`src/rtl/scan_ctrl_pkg.sv`:
```
// Shared widths, default parameters and FSM encoding for the SET scan controller.
package scan_ctrl_pkg;

    localparam int unsigned DEF_GRID_DIM = 8;
    localparam int unsigned DEF_CNT_SZ   = 7;
    localparam int unsigned ROW_SZ       = 4;
    localparam int unsigned COORD_SZ     = 4;

    typedef enum logic [1:0] {
        S_IDLE = 2'd0,
        S_LOAD = 2'd1,
        S_SCAN = 2'd2,
        S_DONE = 2'd3
    } scan_state_e;

endpackage

```
`src/rtl/scan_ctrl.sv`:
```
// Sequences coord_gen over the grid in two-row bursts and counts the membership hits.
// All outputs are registered; next-state logic computes the value each output takes next cycle.
module scan_ctrl
    import scan_ctrl_pkg::*;
#(
    parameter int unsigned GRID_DIM = DEF_GRID_DIM,
    parameter int unsigned CNT_SZ   = DEF_CNT_SZ
) (
    input  logic              clk_i,
    input  logic              rst_i,
    input  logic              en_i,
    input  logic              hit_i,
    output logic [ROW_SZ-1:0] start_row_o,
    output logic              coord_en_o,
    output logic              busy_o,
    output logic [CNT_SZ-1:0] candidate_o,
    output logic              valid_o
);

    localparam int unsigned PT_SZ    = $clog2(GRID_DIM * GRID_DIM);
    localparam int unsigned BURST_SZ = $clog2(2 * GRID_DIM);

    scan_state_e       state_q, state_d;
    logic [PT_SZ-1:0]  pt_q, pt_d;
    logic [CNT_SZ-1:0] hits_q, hits_d;
    logic [ROW_SZ-1:0] start_row_q, start_row_d;
    logic              coord_en_q, coord_en_d;
    logic              busy_q, busy_d;
    logic [CNT_SZ-1:0] cand_q, cand_d;
    logic              valid_q, valid_d;

    logic [PT_SZ-1:0]          pt_nxt;
    logic [PT_SZ-BURST_SZ-1:0] pair;

    assign pt_nxt = pt_q + PT_SZ'(1);
    assign pair   = pt_nxt[PT_SZ-1:BURST_SZ];

    always_comb begin
        state_d     = state_q;
        pt_d        = pt_q;
        hits_d      = hits_q;
        cand_d      = cand_q;
        start_row_d = '0;
        coord_en_d  = 1'b0;
        valid_d     = 1'b0;
        case (state_q)
            S_IDLE: begin
                if (en_i) begin
                    state_d     = S_LOAD;
                    coord_en_d  = 1'b1;
                    start_row_d = ROW_SZ'(1);
                    cand_d      = '0;
                end
            end
            S_LOAD: begin
                pt_d    = '0;
                hits_d  = '0;
                state_d = S_SCAN;
            end
            S_SCAN: begin
                hits_d = hits_q + CNT_SZ'(hit_i);
                pt_d   = pt_nxt;
                if (&pt_q) begin
                    state_d = S_DONE;
                    valid_d = 1'b1;
                    cand_d  = hits_q + CNT_SZ'(hit_i);
                end else if ((&pt_nxt[BURST_SZ-1:0]) && !(&pt_nxt)) begin
                    // Strobe lands on the last point of a burst so the next pair follows with no gap.
                    coord_en_d  = 1'b1;
                    start_row_d = ROW_SZ'({pair, 1'b1}) + ROW_SZ'(2);
                end
            end
            S_DONE: begin
                state_d = S_IDLE;
            end
            default: begin
                state_d = S_IDLE;
            end
        endcase
        busy_d = (state_d != S_IDLE);
    end

    always_ff @(posedge clk_i or negedge rst_i) begin
        if (!rst_i) begin
            state_q     <= S_IDLE;
            pt_q        <= '0;
            hits_q      <= '0;
            start_row_q <= '0;
            coord_en_q  <= 1'b0;
            busy_q      <= 1'b0;
            cand_q      <= '0;
            valid_q     <= 1'b0;
        end else begin
            state_q     <= state_d;
            pt_q        <= pt_d;
            hits_q      <= hits_d;
            start_row_q <= start_row_d;
            coord_en_q  <= coord_en_d;
            busy_q      <= busy_d;
            cand_q      <= cand_d;
            valid_q     <= valid_d;
        end
    end

    assign start_row_o = start_row_q;
    assign coord_en_o  = coord_en_q;
    assign busy_o      = busy_q;
    assign candidate_o = cand_q;
    assign valid_o     = valid_q;

endmodule

```
`config.mk`:
```
export PLATFORM = sky130hd
export DESIGN_NAME = scan_ctrl
export DESIGN_NICKNAME = d
export VERILOG_FILES = /design/src/rtl/scan_ctrl_pkg.sv /design/src/rtl/scan_ctrl.sv
export SDC_FILE = /design/constraint.sdc
export NUM_CORES = 1
export LEC_CHECK = 0
export BUFFER_PORTS_ARGS = -buffer_cell sky130_fd_sc_hd__buf_4
export CAP_MARGIN = 20
export CORE_ASPECT_RATIO = 1.2
export CORE_MARGIN = 5
export CORE_UTILIZATION = 51
export DETAILED_ROUTE_END_ITERATION = 7
export GPL_ROUTABILITY_DRIVEN = 0
export PLACE_DENSITY = 0.73
export REMOVE_ABC_BUFFERS = 1
export SETUP_SLACK_MARGIN = 0.15
export SKIP_LAST_GASP = 1
export SYNTH_ARGS = -nofsm -noshare
export SYNTH_HDL_FRONTEND = slang
export SYNTH_SLANG_ARGS = --single-unit
```
`constraint.sdc`:
```
create_clock -name clk_i -period 1.55 [get_ports clk_i]
set_input_delay 0.31 -clock clk_i [delete_from_list [all_inputs] [get_ports clk_i]]
set_output_delay 0.31 -clock clk_i [all_outputs]
set_load 0.05 [all_outputs]
```
==> flow_summary_export.csv <==
group,metric,value,unit
grt,gr-total-overflow,0,
logic_synthesis,syn_avg_cell_area,9.874,um2
logic_synthesis,synth_area_leader_cell,"dfrtp_1",
logic_synthesis,netlist_area,1461,um2
place,dp_slack,-0.1176,ns
critical_path,arrival,1.83,ns
cells_and_area,n_fill_cell,154,
logic_synthesis,synth_cells,148,
timing,fmax,632.1,MHz
floorplan,num_rows,21,
power_and_ir_drop,p_per_area,1474,nW/um2
critical_path,startpoint_type,"flip-flop",
power_and_ir_drop,peakVddDrop,1395,uV
logic_synthesis,synth_ff_type,"dfrtp_1",
route,dr.pass1.iters,4,
grt,met2_usage,35.91,%
logic_synthesis,yosys_warnings,0,
floorplan,fp.dieH,68.64,um
timing,setup_viol,4,
critical_path,end_kind,"flip-flop",
timing,hold_slack,0.3499,ns
cells_and_area,antenna_cells,0,
status,run_status,"finished, violations left",
worst_hold_path,hp-class,"in2reg",
critical_path,critical-path-max-stage-delay,0.45,ns
logic_synthesis,synthTopCellsByArea,"dfrtp_1, ha_1, o21ai_0, nor2_1, nand3_1",
critical_path,r2r_slack,-0.03,ns
timing,slew_violations,0,
power_and_ir_drop,power.leakage,1.007,nW
run,maxCapViolations,0,
cells_and_area,regArea,703.2,um2
grt,grt_antenna_before_repair,0,
grt,grt_pass1_wl,5954,um
logic_synthesis,synth_edf_count,0,
floorplan,start_util,52.47,%
timing,setup_ws,-0.03200,ns
clock_tree,root_buffer,"clkbuf_4",
route,vias,1351,
grt,grt_usage,19.30,%
floorplan,ios,18,
timing,rsz0062_at_grt,"true",
critical_path,critPathRequiredTime,1.80,ns
timing,tns,-0.06068,ns
critical_path,crit_slowest_cell,"dfrtp_2",
grt,grt_busiest_layer,"met2",
floorplan,fp.dieW,58.87,um
clock_tree,cts_buffers,3,
status,violations,"setup timing",
timing,fin_crit_sh,102.1,%
route,wl_per_cell,16.85,um
route,viasPerCell,5.653,
timing,hold_viol_final,0,
logic_synthesis,ys_seq_area_share,47.95,%
clock_tree,cts_tree,"built",
place,io_buffers,17,
logic_synthesis,synth_cell_types,41,
timing,fin_crit,1.582,ns
route,dr.first_iter.drc_count,88,
cells_and_area,finalNetCount,218,
route,drc_errors,0,
clock_tree,clk_path_buf_depth,2,
place,place_area,1770,um2
grt,grt_use_met1,23.41,%
logic_synthesis,ys_seq_elements,28,
grt,grt_use_met3,2.235,%
route,wl,4026,um
floorplan,die-area,4040,um2
grt,grt_pass1_vias,1263,
critical_path,worstSetupPathType,"reg2reg",
cells_and_area,multi_input_comb_area,958.4,um2
timing,finClkSkew,0.004868,ns
critical_path,worstPathCellList,"nand2_2, or2_4, xnor2_2, ha_2, nand3b_1, nor3b_2",
floorplan,core,2785,um2
cells_and_area,final_area,2242,um2
clock_tree,clk_pin_slew_worst_paths,0.14,ns
logic_synthesis,postSynth.asyncResetShare,100.0,%
grt,grt_max_degree,29,
critical_path,worstPathMaxFanout,5,
place,hpwl,2429,um
route,ant_nets,0,
clock_tree,insertion_delay,0.32,ns
cells_and_area,drive_above_1_share,53.17,%
clock_tree,htree_levels,1,
logic_synthesis,synth_top_area_share,47.95,%
clock_tree,clkSinkCount,28,
cells_and_area,area_delta_synth_final,53.42,%
worst max-delay path, delay by kind of cell (launching register included):
kind                       cells  cell delay [ns]
DFF                            1             0.45
xor gates and xnor gates       1             0.13
and+or+nand+nor                4             0.76
adders and majority gates      1             0.19
cell families (layout without fill, tap and decap cells):
| group | after synthesis | in the layout | share of synthesized area [%] |
|---|---|---|---|
| XOR/XNOR | 7 | 7 | 4.195 |
| other | 1 | 1 | 0.2566 |
| multiplexers | 3 | 3 | 2.140 |
| AO/OA/AOI/OAI | 34 | 34 | 15.58 |
| buffers and inverters | 14 | 71 | 4.366 |
| adder cells (fa/ha/maj) | 7 | 7 | 5.993 |
| AND/OR/NAND/NOR | 54 | 54 | 19.52 |
| flip-flops | 28 | 28 | 47.95 |
cells in the final DEF, fill, tap and decap left out, types with 3 or more instances in the layout:
master     n
nand3_4    4
o21ai_1    8
a21oi_1    4
xor2_1     3
buf_4     49
buf_6      8
nor2_1    13
clkbuf_4   3
nand3_1    7
dfrtp_1   26
o21ai_0    4
inv_1      6
nand2_1    9
ha_4       5
worst paths after layout:
path | endpoint | from | cells after the start
worst max-delay path | start_row_o[2] | pt_q[1] | 6
worst min-delay path | start_row_o[0] | en_i | 3
worst max register to register | start_row_o[2] | pt_q[1] | 6
worst min register to register | hits_q[0] | hits_q[0] | 2
max in group asynchronous | pt_q[1] | rst_i | 2
min in group asynchronous | hits_q[0] | rst_i | 2
metrics by stage:
stage	total power [mW]	instances	utilization [%]
3_5_place_dp	2.166	217	63.57
6_report	3.304	239	80.50
2_1_floorplan	1.638	144	-
5_1_grt	3.487	239	80.50
3_3_place_gp	2.119	217	63.57
4_1_cts	2.715	227	72.10
power breakdown:
part	internal, mW	switching, mW	total (mW)
registers	0.854	0.138	0.992
clock network	0.0909	0.198	0.289
logic	0.925	1.10	2.02
total	1.87	1.43	3.30
cells in the mapped netlist (2+ instances only):
library cell	n
nand3_1	9
and2b_1	2
mux2i_1	2
clkbuf_1	2
o21ai_0	13
o221a_2	2
or3_1	2
or2_2	2
a21oi_1	6
xnor2_1	4
a22o_1	2
o31ai_1	3
ha_1	7
inv_1	9
nand2_1	12
nand3_2	2
dfrtp_1	28
nor2_1	15
xor2_1	3
nor3_1	2
state kept, by name (all words and copies together) (netlist names):
name         count
candidate_o      7
hits_q           7
pt_q             6
start_row_o      4
state_q          2
busy_o           1
valid_o          1
layout make-up:
| class | instances | share of cell area [%] |
|---|---|---|
| clock buffers | 3 | 1.004 |
| inverters | 10 | 2.121 |
| multi-input cells | 106 | 42.75 |
| flip-flops and latches | 28 | 31.36 |
| well taps | 34 | 1.897 |
| repair buffers | 58 | 20.87 |
per-layer routing:
metal | up-vias | part of all wire, %
met5 | - | 0
met4 | 0 | 0.99
met3 | 4 | 4.1
met2 | 49 | 53
met1 | 667 | 41
li1 | 631 | -
timing repair:
action / in CTS / in global routing
hold buffers: 1 / 0
gates resized for setup: 40 / 36
pin swaps: 12 / 17
hold endpoints to repair: 28 / 0
setup endpoints to repair: 21 / 20
setup buffers: 6 / 12
No activity file was read; power rests on OpenSTA's default activity.
